**config.mk**
```make
export PLATFORM = sky130hd
export DESIGN_NAME = fifo_uart_tx_flat
export DESIGN_NICKNAME = d
export VERILOG_FILES = /design/src/rtl/fifo_uart_tx_pkg.sv /design/src/rtl/fifo_uart_tx_if.sv /design/src/rtl/fifo_uart_tx_baud_gen.sv /design/src/rtl/fifo_uart_tx.sv /design/src/flat_wrapper.sv
export SDC_FILE = /design/constraint.sdc
export NUM_CORES = 1
export LEC_CHECK = 0
export CAP_MARGIN = 30
export CORE_MARGIN = 1.5
export CORE_UTILIZATION = 30
export DETAILED_ROUTE_END_ITERATION = 10
export PLACE_DENSITY = 0.46
export SLEW_MARGIN = 20
export SYNTH_ARGS = -nofsm -noshare
export SYNTH_HDL_FRONTEND = slang
export SYNTH_SLANG_ARGS = --single-unit
```
**constraint.sdc**
```tcl
create_clock -name clk -period 2.2 [get_ports clk]
set_input_delay 0.22 -clock clk [delete_from_list [all_inputs] [get_ports clk]]
set_output_delay 0.22 -clock clk [all_outputs]
set_load 0.02 [all_outputs]
```
**src/rtl/fifo_uart_tx_pkg.sv**
```systemverilog
// -----------------------------------------------------------------------------
// fifo_uart_pkg
// Shared types and constants for the FIFO-draining UART transmitter.
//   state_t  : transmitter FSM states
//   PAR_*    : parity mode encodings for the PARITY parameter
//   DATA_W   : width of one serialized character
//   parity_bit() : parity bit for a data byte under a given mode
// -----------------------------------------------------------------------------
`timescale 1ns/1ps
package fifo_uart_pkg;

    localparam int DATA_W = 8;

    localparam int PAR_NONE = 0;
    localparam int PAR_EVEN = 1;
    localparam int PAR_ODD  = 2;

    typedef enum logic [2:0] {
        ST_IDLE,
        ST_FETCH,
        ST_LOAD,
        ST_START,
        ST_DATA,
        ST_PARITY,
        ST_STOP
    } state_t;

    // Even parity makes the total count of ones (data + parity) even, so the
    // bit is simply the XOR of the data; odd parity is its inverse.
    function automatic logic parity_bit(input logic [DATA_W-1:0] d, input int mode);
        logic p;
        p = ^d;
        return (mode == PAR_ODD) ? ~p : p;
    endfunction

endpackage

```
**src/rtl/fifo_uart_tx_if.sv**
```systemverilog
// -----------------------------------------------------------------------------
// fifo_uart_tx_if
// Read-side view of the 16-deep byte FIFO as seen by its consumer.
//   fifo_empty : FIFO empty flag
//   fifo_full  : FIFO full flag
//   fifo_wr    : tap of the FIFO write strobe (a write beats a read)
//   fifo_dout  : FIFO registered read data
//   fifo_rd    : read strobe driven by the consumer
// Modports: master = the reading consumer, slave = the FIFO.
// -----------------------------------------------------------------------------
`timescale 1ns/1ps
interface fifo_uart_tx_if;
    import fifo_uart_pkg::*;

    logic              fifo_empty;
    logic              fifo_full;
    logic              fifo_wr;
    logic [DATA_W-1:0] fifo_dout;
    logic              fifo_rd;

    modport master (
        input  fifo_empty,
        input  fifo_full,
        input  fifo_wr,
        input  fifo_dout,
        output fifo_rd
    );

    modport slave (
        output fifo_empty,
        output fifo_full,
        output fifo_wr,
        output fifo_dout,
        input  fifo_rd
    );

endinterface

```
**src/rtl/fifo_uart_tx_baud_gen.sv**
```systemverilog
// -----------------------------------------------------------------------------
// uart_baud_gen
// Bit-time counter for the UART transmitter. Counts 0..CLKS_PER_BIT-1 and
// wraps; bit_end marks the last clock of each bit.
//   clk     : clock, rising edge
//   rst_n   : asynchronous active-low reset
//   clr     : synchronous clear, asserted on every FSM state change so each
//             state starts with a full bit time
//   bit_end : high during the final cycle of the current bit
// -----------------------------------------------------------------------------
`timescale 1ns/1ps
module uart_baud_gen #(
    parameter int CLKS_PER_BIT = 16
) (
    input  logic clk,
    input  logic rst_n,
    input  logic clr,
    output logic bit_end
);

    localparam int CNT_W = (CLKS_PER_BIT > 1) ? $clog2(CLKS_PER_BIT) : 1;
    localparam logic [CNT_W-1:0] CNT_LAST = CNT_W'(CLKS_PER_BIT - 1);

    logic [CNT_W-1:0] cnt;

    always_ff @(posedge clk or negedge rst_n) begin
        if (!rst_n) begin
            cnt <= '0;
        end else if (clr || bit_end) begin
            cnt <= '0;
        end else begin
            cnt <= cnt + 1'b1;
        end
    end

    assign bit_end = (cnt == CNT_LAST);

endmodule

```
**src/rtl/fifo_uart_tx.sv**
```systemverilog
// -----------------------------------------------------------------------------
// fifo_uart_tx
// Drains bytes from a 16-deep FIFO and serializes them onto a UART line
// (start, 8 data bits LSB first, optional parity, 1 or 2 stop bits).
//   clk       : clock, rising edge
//   rst_n     : asynchronous active-low reset
//   tx_en     : fetch and send while high; when low the current frame finishes
//   fif       : FIFO read port (empty/full/wr tap/dout in, rd out)
//   tx        : serial line, idle high
//   busy      : high whenever the FSM is not idle
//   byte_done : one-cycle pulse in the last cycle of the final stop bit
// Parameters: CLKS_PER_BIT (>= 2), PARITY (0 none, 1 even, 2 odd),
//             STOP_BITS (1 or 2).
// -----------------------------------------------------------------------------
`timescale 1ns/1ps
module fifo_uart_tx
    import fifo_uart_pkg::*;
#(
    parameter int CLKS_PER_BIT = 16,
    parameter int PARITY       = 0,
    parameter int STOP_BITS    = 1
) (
    input  logic                 clk,
    input  logic                 rst_n,
    input  logic                 tx_en,
    fifo_uart_tx_if.master       fif,
    output logic                 tx,
    output logic                 busy,
    output logic                 byte_done
);

    localparam logic [2:0] STOP_LAST = 3'(STOP_BITS - 1);

    state_t            state;
    state_t            state_nx;
    logic [DATA_W-1:0] shreg;
    logic              par_q;
    logic [2:0]        bit_cnt;
    logic              bit_end;
    logic              clr;
    logic              rd_ok;
    logic              last_stop;

    // The FIFO gives a simultaneous write priority, so a read strobe issued
    // while a write lands is dropped and must be repeated next cycle.
    assign rd_ok     = !fif.fifo_empty && !(fif.fifo_wr && !fif.fifo_full);
    assign last_stop = (bit_cnt == STOP_LAST);

    // Restart the bit timer whenever the state changes.
    assign clr = (state_nx != state);

    uart_baud_gen #(
        .CLKS_PER_BIT (CLKS_PER_BIT)
    ) u_baud (
        .clk     (clk),
        .rst_n   (rst_n),
        .clr     (clr),
        .bit_end (bit_end)
    );

    always_ff @(posedge clk or negedge rst_n) begin
        if (!rst_n) begin
            state <= ST_IDLE;
        end else begin
            state <= state_nx;
        end
    end

    always_comb begin
        state_nx = state;
        case (state)
            ST_IDLE: begin
                if (tx_en && !fif.fifo_empty) state_nx = ST_FETCH;
            end
            ST_FETCH: begin
                // An accepted read must be consumed even if tx_en just fell,
                // otherwise the popped byte would be lost.
                if (rd_ok)                            state_nx = ST_LOAD;
                else if (fif.fifo_empty || !tx_en)    state_nx = ST_IDLE;
            end
            ST_LOAD: begin
                state_nx = ST_START;
            end
            ST_START: begin
                if (bit_end) state_nx = ST_DATA;
            end
            ST_DATA: begin
                if (bit_end && (bit_cnt == 3'd7)) begin
                    state_nx = (PARITY != PAR_NONE) ? ST_PARITY : ST_STOP;
                end
            end
            ST_PARITY: begin
                if (bit_end) state_nx = ST_STOP;
            end
            ST_STOP: begin
                if (bit_end && last_stop) begin
                    state_nx = (tx_en && !fif.fifo_empty) ? ST_FETCH : ST_IDLE;
                end
            end
            default: begin
                state_nx = ST_IDLE;
            end
        endcase
    end

    // bit_cnt indexes data bits in DATA and stop bits in STOP.
    always_ff @(posedge clk or negedge rst_n) begin
        if (!rst_n) begin
            shreg   <= '0;
            par_q   <= 1'b0;
            bit_cnt <= '0;
        end else begin
            if (clr) begin
                bit_cnt <= '0;
            end else if (bit_end && (state == ST_DATA || state == ST_STOP)) begin
                bit_cnt <= bit_cnt + 1'b1;
            end

            // fifo_dout is registered in the FIFO, so it holds the accepted
            // byte during LOAD.
            if (state == ST_LOAD) begin
                shreg <= fif.fifo_dout;
                par_q <= parity_bit(fif.fifo_dout, PARITY);
            end else if (state == ST_DATA && bit_end) begin
                shreg <= shreg >> 1;
            end
        end
    end

    // Outputs decode registered state only; no input reaches them
    // combinationally, and reset forces the line high immediately.
    always_comb begin
        tx = 1'b1;
        case (state)
            ST_START:  tx = 1'b0;
            ST_DATA:   tx = shreg[0];
            ST_PARITY: tx = par_q;
            default:   tx = 1'b1;
        endcase
    end

    assign fif.fifo_rd = (state == ST_FETCH);
    assign busy        = (state != ST_IDLE);
    assign byte_done   = (state == ST_STOP) && bit_end && last_stop;

endmodule

```
**src/flat_wrapper.sv**
```systemverilog
// flat-port wrapper written by rule: the top's interface ports become plain ports
module fifo_uart_tx_flat import fifo_uart_pkg::*;
#(
    parameter int CLKS_PER_BIT = 16,
    parameter int PARITY       = 0,
    parameter int STOP_BITS    = 1
)
  (clk, rst_n, tx_en, tx, busy, byte_done, fif_fifo_empty, fif_fifo_full, fif_fifo_wr, fif_fifo_dout, fif_fifo_rd);
  fifo_uart_tx_if fif_i ();
  input  logic clk;
  input  logic rst_n;
  input  logic tx_en;
  output logic tx;
  output logic busy;
  output logic byte_done;
  input wire logic [$bits(fif_i.fifo_empty)-1:0] fif_fifo_empty;
  input wire logic [$bits(fif_i.fifo_full)-1:0] fif_fifo_full;
  input wire logic [$bits(fif_i.fifo_wr)-1:0] fif_fifo_wr;
  input wire logic [$bits(fif_i.fifo_dout)-1:0] fif_fifo_dout;
  output wire logic [$bits(fif_i.fifo_rd)-1:0] fif_fifo_rd;
  assign fif_i.fifo_empty = fif_fifo_empty;
  assign fif_i.fifo_full = fif_fifo_full;
  assign fif_i.fifo_wr = fif_fifo_wr;
  assign fif_i.fifo_dout = fif_fifo_dout;
  assign fif_fifo_rd = fif_i.fifo_rd;
  fifo_uart_tx #(.CLKS_PER_BIT(CLKS_PER_BIT), .PARITY(PARITY), .STOP_BITS(STOP_BITS)) u_core (.clk(clk), .rst_n(rst_n), .tx_en(tx_en), .fif(fif_i), .tx(tx), .busy(busy), .byte_done(byte_done));
endmodule
```
---- Word-level counts from Yosys, hierarchy flattened ----
Index checks and enable logic that the tools add are counted.
storage, ports and cells
  input bits .............................. 14
  memory bits (writable) .................. 0
  output and inout bits ................... 4
  memories kept ........................... 0
  bits in latches ......................... 0
  flip-flop bits (word level) ............. 19
  logic and storage cells ................. 53
  ROM bits ................................ 0
operators by class
  muxes and demuxes ....................... 15
  multiply operators ...................... 0
  bitwise gates (word level) .............. 0
  $add $sub $neg .......................... 2
  divide/modulo/power cells ............... 0
  $lt $le $gt $ge ......................... 0
  reduce and logical (&&, ||, !) cells .... 22
  equal/unequal tests ..................... 9
  shift operators ......................... 0
operators with widths
  kind                 number
  $mux 3               9
  $pmux 3 s7           1
  $mux 8               2
  $eq 3x3->1 const B   4
  $logic_and 1x1->1    9
  $reduce_xor 8->1     1
  $eq 3x2->1 const B   2
  $logic_not 3->1      2
  $add 4x1->4 const B  1
  $eq 4x4->1 const B   1
  $logic_not 1->1      4
  $mux 4               1
  $reduce_bool 2->1    2
  $add 3x1->3 const B  1
  $eq 3x1->1 const B   1
  $logic_or 1x1->1     3
  $ne 3x3->1           1
  $pmux 1 s3           1
  $reduce_bool 3->1    1
  $mux 1               1

---- Depth between registers and ports, before layout ----
Gate-level depths: netlist of the first run.
  depth after elaboration ................. 9
  mapped depth ............................ 7
  depth with buffers taken out ............ 7

---- Cells and area by module ----
Synthesis of the first run repeated with hierarchy kept, for this count alone.
unflattened totals
  cells, all modules ...................... 124
  area total of the unflattened synthesis .. 1187.4 µm²
by module, submodules not included
  module         cells each  area each (µm²)  instances  sequential area each (µm²)
  fifo_uart_tx   111         1016.0           1          375.4
  uart_baud_gen  13          171.4            1          100.1

---- Worst setup path after synthesis of the first run ----
OpenSTA, ideal clock, no wires.
  path type ............................... register to register
  start point ............................. register u_core.state[1]
  end point ............................... register u_core.u_baud.cnt[3]
  clock period less this slack ............ 1.850 ns
  stages on the path, launching flop included .. 6
  path slack .............................. 0.350 ns
  path buffers ............................ 1
  setup time .............................. 0.080 ns
  data required time ...................... 2.120 ns
  data arrival time ....................... 1.769 ns
  cell sequence ........................... dfrtp_1 > buf_4 > nor3b_1 > nand3b_1 > a32o_2 > nor3_2
on the way
  elaborated cells between the ends (all ways) .. 18
  classes of those cells .................. eq/ne: 7; mux: 9; reduce/logical: 2
RTL lines
  item                    line                         RTL
  start, declared         fifo_uart_tx.sv:34           state_t state;
  start signal, assigned  fifo_uart_tx.sv:65           state <= state_nx;
  $eq 3x1->1              --
  named net fif_fifo_rd   flat_wrapper.sv:20           output wire logic [$bits(fif_i.fifo_rd)-1:0] fif_fifo_rd;
  $pmux 3 s7              fifo_uart_tx.sv:71           case (state)
  $ne 3x3->1              fifo_uart_tx.sv:50           assign clr = (state_nx != state);
  $logic_or 1x1->1        fifo_uart_tx_baud_gen.sv:29  end else if (clr || bit_end) begin
  $mux 4                  fifo_uart_tx_baud_gen.sv:29
  end signal, assigned    fifo_uart_tx_baud_gen.sv:32  cnt <= cnt + 1'b1;
  end, declared           fifo_uart_tx_baud_gen.sv:24  logic [CNT_W-1:0] cnt;
The timed path passes the listed nets, and every way through them passes these cells.
A chain may end at the register's enable or synchronous reset.

---- Worst setup path after layout of the first run ----
  start point ............................. register u_core.state[1]
  end point ............................... output port tx
on the way
  cells in the longest elaborated chain, start to end .. 2
  elaborated cells between the ends (all ways) .. 4
  classes of those cells .................. eq/ne: 3; mux: 1
RTL lines
  item                                      line                 RTL
  $eq 3x3->1 or $eq 3x2->1 (tied branches)  fifo_uart_tx.sv:134  case (state)
  $pmux 1 s3 (*)                            fifo_uart_tx.sv:134
  end, declared                             flat_wrapper.sv:13   output logic tx;
Every way passes the cells marked *; elsewhere a longest branch is shown, timed or not.

==> results.yml, run 1 <==
floorplan:
  die_x_um: 65.1
  start_util: 0.314
  std_cell_rows: 22
  core_um2: 3690
  pin_count: 18
  die_y_um: 65.1
  dieArea_um2: 4240
timing:
  timing.hold.ws_ns: 0.290
  finalWorstSetupSlack_ns: 0.153
  clock.fmax_ghz: 0.489
  tns_ns: 0
  post-route-min-period_ns: 2.05
  grt_setup_unrepaired: "no"
  period_share: 0.930
  tightest_slew_ns: 0.398
  fin_worst_skew_ns: 0.00552
  final-hold-violation-count: 0
  setup_viol: 0
  slew_headroom: 0.735
  maxSlewViolCount: 0
clocking:
  clk_pin_slew_worst_paths_ns: 0.07
  clk_latency_ns: 0.26
  cts_buffers: 3
  clockBufferDepth: 2
  cts_sinks: 19
  clockRootBuffer: "clkbuf_8"
  cts_setup_buffers: 0
  htreeDepth: 1
  cts_tree: "yes"
setup_path:
  worstPathCellList: "nor2b_1 -> a22oi_1 -> clkdlybuf4s50_1"
  endpoint_kind: "primary output"
  cp.arrival_ns: 1.83
  critPathKind: "reg2out"
  crit_fanout: 13
  worst-path-stages: 3
  start_kind: "register"
  critical_path_required_ns: 1.98
  cpPeakStageDelay_ns: 0.63
  cp_slowest_cell: "clkdlybuf4s50_1"
  reg2reg_depth: 6
  critical_path.top_delay_family: "buffers and inverters"
  path_buf_inv: 1
place:
  gp_congestion: 0.804
  dp_slack_ns: 0.310
  hpwl_um: 1740
  io_buffers: 17
global_routing:
  grt_use_met1: 0.183
  overflow: 0
  grt_usage: 0.134
  grt_pass1_wl_um: 4360
  gr-usage-met3: 0.0257
  met2_usage: 0.206
  grt_pass1_vias: 911
  antenna_found_initial: 0
  grt_max_degree: 20
  busiest_layer: "met2"
yosys:
  ys_seq_area_frac: 0.411
  syn_area_um2: 1160
  syn_avg_cell_area_um2: 9.81
  synth_top_family_by_area: "simple AND/OR/NAND/NOR gates"
  yosys_most_used_dff: "dfrtp_1"
  muxShareOfSynthArea: 0.0865
  synth-xor-area-share: 0.0757
  synthAdderAreaFrac: 0.0432
  async_flop_share: 1.00
  synth-edff-count: 0
  synth_simple_gate_area_frac: 0.197
  ys_seq_elements: 19
  syn_inst: 118
  synthDistinctLibCells: 38
  yosys_warnings: 0
  syn-num-nets: 136
  synth_compound_area_frac: 0.138
cells_and_area:
  layout_commonest_cell: "dfrtp_1"
  fillers: 382
  drive_gt1_frac: 0.136
  diodes: 0
  layout.nets: 159
  layout_common_cells: "dfrtp_1 (19), clkdlybuf4s50_1 (16), nand2_1 (12)"
  syn_to_final_growth_pct: 25.3
  multiInputGateArea_um2: 626
  regArea_um2: 475
drt:
  vias: 918
  avgViaCountPerCell: 4.88
  route.detailed.drc: 0
  drt_iter0_drc: 64
  wl_per_cell_um: 12.6
  ant_nets: 0
  dr.pass1.iters: 4
  drt_wl_total_um: 2370
pwr:
  power_density_nw_per_um2: 1040
  vdd_ir_drop_max_v: 0.000355
  power_leakage_nw: 0.616
  fin_total_pwr_mw: 1.50
worst_hold_path:
  min_path_type: "in2async"
run:
  drv_cap: 0
outcome:
  status: "finished, final reports clean"
## layout make-up
| type | count | share of cell area |
|---|---|---|
| Clock inverter | 1 | 0.00345 |
| Multi-Input combinational cell | 89 | 0.431 |
| Inverter | 4 | 0.0121 |
| Clock buffer | 3 | 0.0285 |
| Timing Repair Buffer | 24 | 0.155 |
| Sequential cell | 19 | 0.328 |
| Tap cell | 48 | 0.0414 |
## cell families after synthesis
| kind of cell | count (synthesis) |
|---|---|
| buf+inv | 10 |
| mux | 10 |
| simple gates | 40 |
| xor+xnor | 10 |
| compound gates | 25 |
| flops | 19 |
| fa+ha+maj | 4 |
## routing by layer
metal	share of wire	up-vias
met5	0	-
met4	0.020	0
met3	0.036	5
met2	0.43	20
met1	0.51	434
li1	-	459
## synthesized netlist by cell type (2+ instances only)
cell type / n / area share
mux2i_1: 10 / 0.086
o21ai_0: 6 / 0.026
nor2_1: 9 / 0.029
nor2b_1: 3 / 0.016
nand3_1: 2 / 0.0086
nand3b_1: 2 / 0.013
o21ai_1: 6 / 0.026
nor3_2: 2 / 0.017
a21oi_1: 3 / 0.013
ha_1: 4 / 0.043
nor3b_1: 2 / 0.013
inv_1: 3 / 0.0097
o21ai_2: 2 / 0.015
nand2_1: 12 / 0.039
xnor2_1: 9 / 0.068
dfrtp_1: 19 / 0.41
buf_4: 2 / 0.013
and3_1: 2 / 0.011
## worst paths after layout
path	from	endpoint	slack, ns
min in group clk	u_core.u_baud.cnt[0]	u_core.u_baud.cnt[0]	0.49
max in group asynchronous	rst_n	u_core.shreg[6]	1.70
min	rst_n	u_core.shreg[5]	0.29
min reg2reg	u_core.u_baud.cnt[0]	u_core.u_baud.cnt[0]	0.49
max	u_core.state[1]	tx	0.15
max reg2reg	u_core.u_baud.cnt[0]	u_core.u_baud.cnt[3]	0.36
## what timing repair did
action                                  CTS  global route
gates resized for setup                   0             1
endpoints found under the hold margin     0             0
hold buffers                              0             0
endpoints found under the setup margin    0             1
## stage by stage
| step | cell area (um^2) | utilization | cells |
|---|---|---|---|
| floorplan | 1160 | - | 118 |
| global placement | 1400 | 0.380 | 184 |
| detailed placement | 1400 | 0.380 | 184 |
| CTS | 1450 | 0.392 | 188 |
| global route | 1450 | 0.393 | 188 |
| finish | 1450 | 0.393 | 188 |
## sequential cells by signal (all words and copies together) (netlist names)
signal	cells
u_core.par_q	1
u_core.shreg	8
u_core.u_baud.cnt	4
u_core.bit_cnt	3
u_core.state	3
## power by group
part | internal, mW | switching, mW
Clock | 0.126 | 0.119
Combinational | 0.306 | 0.354
Sequential | 0.485 | 0.112
Total | 0.918 | 0.585
Power figures use the tool's default switching activity.
==> run 2: changes to the inputs <==
Settings changed: CORE_MARGIN 1.5 to unset.
==> run 2 against run 1 <==
Effect of this change:
- sequential share of layout area about the same
- worst setup slack got worse by 0.020 ns
- largest power group unchanged
- critical path type unchanged
- worst hold slack gained 0.0024 ns
- clock skew fell by 0.0042 ns
==> results.yml, run 2 (synthesis results as in run 1) <==
timing:
  post-route-min-period_ns: 2.07
  clock.fmax_ghz: 0.484
  final-hold-violation-count: 0
  slew_headroom: 0.732
  period_share: 0.939
  maxSlewViolCount: 0
  fin_worst_skew_ns: 0.00131
  setup_viol: 0
  tightest_slew_ns: 0.402
  tns_ns: 0
  grt_setup_unrepaired: "no"
global_routing:
  grt_usage: 0.131
  grt_pass1_vias: 886
  grt_max_degree: 20
  grt_pass1_wl_um: 4130
  overflow: 0
  antenna_found_initial: 0
setup_path:
  critical_path_required_ns: 1.98
  cp.arrival_ns: 1.85
  start_kind: "register"
  cpPeakStageDelay_ns: 0.63
  reg2reg_depth: 7
  path_buf_inv: 1
  crit_fanout: 13
  endpoint_kind: "primary output"
  cp_slowest_cell: "clkdlybuf4s50_1"
  critPathKind: "reg2out"
  worst-path-stages: 3
  critical_path.top_delay_family: "buffers and inverters"
  worstPathCellList: "nor2b_1 -> a22oi_1 -> clkdlybuf4s50_1"
outcome:
  status: "finished, final reports clean"
place:
  placed_area_um2: 1400
  place_inst: 184
  hpwl_um: 1680
  io_buffers: 17
  gp_congestion: 0.782
cells_and_area:
  syn_to_final_growth_pct: 25.2
  largest_reg_flops: 8
  fin_cells: 188
  layout_common_cells: "dfrtp_1 (19), clkdlybuf4s50_1 (16), nand2_1 (12)"
  fin_area_um2: 1450
  drive_gt1_frac: 0.129
  layout.nets: 159
  regMostFlops: "u_core.shreg"
  layout_commonest_cell: "dfrtp_1"
  diodes: 0
  reg_top3: "u_core.shreg x8, u_core.u_baud.cnt x4"
  final_util: 0.393
clocking:
  cts-hold-fix-buffers: 0
  clk_latency_ns: 0.25
  htreeDepth: 1
  cts_buffers: 3
  clk_pin_slew_worst_paths_ns: 0.07
  cts_sinks: 19
  clockBufferDepth: 2
  clockRootBuffer: "clkbuf_8"
  cts_tree: "yes"
run:
  drv_cap: 0
drt:
  vias: 901
  drt_wl_total_um: 2270
  drt_iter0_drc: 47
  dr.pass1.iters: 4
  avgViaCountPerCell: 4.79
  route.detailed.drc: 0
  wl_per_cell_um: 12.1
  ant_nets: 0
worst_hold_path:
  min_path_type: "in2async"
floorplan:
  core_um2: 3690
  start_util: 0.314
  die_x_um: 64.1
  dieArea_um2: 4110
  pin_count: 18
  std_cell_rows: 22
  die_y_um: 64.1
pwr:
  p_clk_frac: 0.165
  power_density_nw_per_um2: 1040
  seqPwrFrac: 0.406
  switching_share: 0.388
  power_leakage_nw: 0.613
  fin_total_pwr_mw: 1.50
  p_sw_mw: 0.582
  vdd_ir_drop_max_v: 0.000326
  comb_power_share: 0.428
  p_int_mw: 0.919
==> run 2: path summary, 6_finish.rpt <==
check,from,end,slack (ns)
setup / recovery,u_core.state[1],tx,0.13
hold / removal,rst_n,u_core.shreg[0],0.29
setup reg to reg,u_core.bit_cnt[0],u_core.u_baud.cnt[3],0.35
hold reg to reg,u_core.u_baud.cnt[0],u_core.u_baud.cnt[0],0.49
max in group asynchronous,rst_n,u_core.bit_cnt[0],1.70
min in group clk,u_core.u_baud.cnt[0],u_core.u_baud.cnt[0],0.49
==> run 2: area by class of cell <==
class	instances	area (um^2)
Inverter	4	17.5
Timing Repair Buffer	24	225
Clock buffer	4	45.0
Tap cell	48	60.1
Multi-Input combinational cell	89	626
Fill cell	376	2240
Sequential cell	19	475
==> run 2: timing repair <==
action,CTS,global route
buffers inserted,0,0
endpoints found under the setup margin,0,1
resized for setup,0,1
==> run 2: power groups by stage <==
stage / clock network (mW) / logic, mW / registers, mW
after floorplan: 0 / 0.527 / 0.553
after global placement: 0 / 0.641 / 0.616
after detailed placement: 0 / 0.647 / 0.618
after CTS: 0.253 / 0.653 / 0.611
after global routing: 0.272 / 0.735 / 0.635
final: 0.248 / 0.643 / 0.610
==> run 2: metrics by stage <==
stage	hold WS, ns	worst slack (ns)
final	0.293	0.133
after global routing	0.324	0.0502
after CTS	0.309	0.0146
after detailed placement	0.473	0.309
after global placement	0.461	0.317
after floorplan	-0.0756	0.350
==> run 2: layer usage <==
metal | wire length [um] | track usage | vias up
met5 | 0 | 0 | -
met1 | 1210 | 0.179 | 422
met2 | 945 | 0.195 | 15
met3 | 90 | 0.0286 | 2
li1 | - | - | 462
met4 | 23 | 0.0583 | 0
==> run 3: changes to the inputs <==
Settings changed: CORE_MARGIN set to 10.
==> run 3 against run 2 <==
Effect of this change:
- sequential share of layout area increased by 0.17 points
- flip-flop and latch count unchanged
- wire length increased by 10%
- design area decreased by 0.52%
- die area increased by 64%
- critical path type unchanged
- critical endpoint unchanged
- highest routed layer unchanged
==> results.yml, run 3 (synthesis results as in run 1) <==
timing:
  post-route-min-period_ns: 2.10
  slew_headroom: 0.718
  period_share: 0.953
  setup_viol: 0
  final-hold-violation-count: 0
  tns_ns: 0
  clock.fmax_ghz: 0.477
  maxSlewViolCount: 0
  grt_setup_unrepaired: "no"
  timing.hold.ws_ns: 0.296
  tightest_slew_ns: 0.422
  fin_worst_skew_ns: 0.00113
clocking:
  ctsResizeCount: 0
  htreeDepth: 1
  clockRootBuffer: "clkbuf_8"
  cts_setup_buffers: 0
  clockBufferDepth: 2
  clk_latency_ns: 0.25
  cts-hold-fix-buffers: 0
  clk_pin_slew_worst_paths_ns: 0.07
  cts_tree: "yes"
  cts_buffers: 3
  cts_sinks: 19
cells_and_area:
  syn_to_final_growth_pct: 24.5
  fin_area_um2: 1440
  fillers: 389
  layout_commonest_cell: "dfrtp_1"
  diodes: 0
  layout_common_cells: "dfrtp_1 (19), clkdlybuf4s50_1 (16), nand2_1 (12)"
  reg_top3: "u_core.shreg x8, u_core.u_baud.cnt x4"
  regMostFlops: "u_core.shreg"
  largest_reg_flops: 8
  layout.nets: 158
  drive_gt1_frac: 0.122
  fin_cells: 187
pwr:
  vdd_ir_drop_max_v: 0.000297
  p_sw_mw: 0.579
  fin_total_pwr_mw: 1.50
  power_density_nw_per_um2: 1040
  comb_power_share: 0.435
  seqPwrFrac: 0.401
  switching_share: 0.387
  p_int_mw: 0.919
  p_clk_frac: 0.164
  power_leakage_nw: 0.607
setup_path:
  r2r_slack_ns: 0.36
  cpPeakStageDelay_ns: 0.64
  critPathKind: "reg2out"
  cp_slowest_cell: "clkdlybuf4s50_1"
  crit_fanout: 13
  endpoint_kind: "primary output"
  critical_path.top_delay_family: "buffers and inverters"
  path_buf_inv: 1
  critical_path_required_ns: 1.98
  start_kind: "register"
  cp.arrival_ns: 1.88
  worstPathCellList: "nor2b_1 -> a22oi_1 -> clkdlybuf4s50_1"
place:
  io_buffers: 17
  placed_area_um2: 1390
  gp_congestion: 0.818
  place_inst: 183
  hpwl_um: 1920
drt:
  drt_wl_total_um: 2510
  wl_per_cell_um: 13.4
  ant_nets: 0
  vias: 925
  avgViaCountPerCell: 4.95
  dr.pass1.iters: 4
  drt_iter0_drc: 118
  route.detailed.drc: 0
floorplan:
  pin_count: 18
  dieArea_um2: 6740
  die_y_um: 82.1
  start_util: 0.314
  die_x_um: 82.1
  core_um2: 3690
  std_cell_rows: 22
worst_hold_path:
  min_path_type: "in2async"
run:
  drv_cap: 0
global_routing:
  grt_max_degree: 20
  grt_usage: 0.0799
  grt_pass1_vias: 930
  overflow: 0
  grt_pass1_wl_um: 4300
  antenna_found_initial: 0
outcome:
  status: "finished, final reports clean"
-- run 3: cell types whose count changed in the layout (fill, tap and decap cells not counted), sizes merged --
| cell | previous run | this run |
|---|---|---|
| buf | 7 | 6 |
-- run 3: worst reg2reg max path, stage by stage, from the launching register on --
cell and delay (ns):
dfrtp_1 0.41, ha_1 0.22, ha_1 0.19, o21ai_1 0.12, nor2_1 0.05, a311o_1 0.33
a32o_2 0.30, nor3_2 0.16
-- run 3: area by class of cell --
cell class,count,area [um^2],area share
multi-input combinational,89,626,0.434
sequential,19,475,0.330
timing repair buffer,23,218,0.151
tap,48,60.1,0.0417
clock buffer,4,45.0,0.0313
inverter,4,17.5,0.0122
-- run 3: power by group through the flow --
stage	combinational (mW)	sequential [mW]	clock [mW]
finish	0.652	0.601	0.245
global route	0.736	0.624	0.275
CTS	0.666	0.602	0.257
detailed placement	0.665	0.608	0
global placement	0.652	0.604	0
floorplan	0.527	0.553	0
-- run 3: stage by stage --
stage	utilization	setup WS, ns
global route	0.391	0.00585
CTS	0.390	0.0138
finish	0.391	0.104
floorplan	-	0.350
detailed placement	0.378	0.303
global placement	0.378	0.314
-- run 3: final timing paths --
check / endpoint / cells after the start / startpoint
min in group clk: u_core.u_baud.cnt[0] / 1 / u_core.u_baud.cnt[0]
worst max register to register: u_core.u_baud.cnt[3] / 7 / u_core.bit_cnt[0]
worst max-delay path: tx / 3 / u_core.state[1]
worst min register to register: u_core.u_baud.cnt[0] / 1 / u_core.u_baud.cnt[0]
max in group asynchronous: u_core.state[2] / 2 / rst_n
worst min-delay path: u_core.u_baud.cnt[1] / 2 / rst_n
-- run 3: routing by layer --
layer,wire (um),part of all wire,vias to the layer above,GRT usage
li1,-,-,462,-
met1,1270,0.51,436,0.104
met2,1040,0.42,25,0.120
met3,176,0.070,2,0.0248
met4,19,0.0076,0,0.0323
met5,0,0,-,0
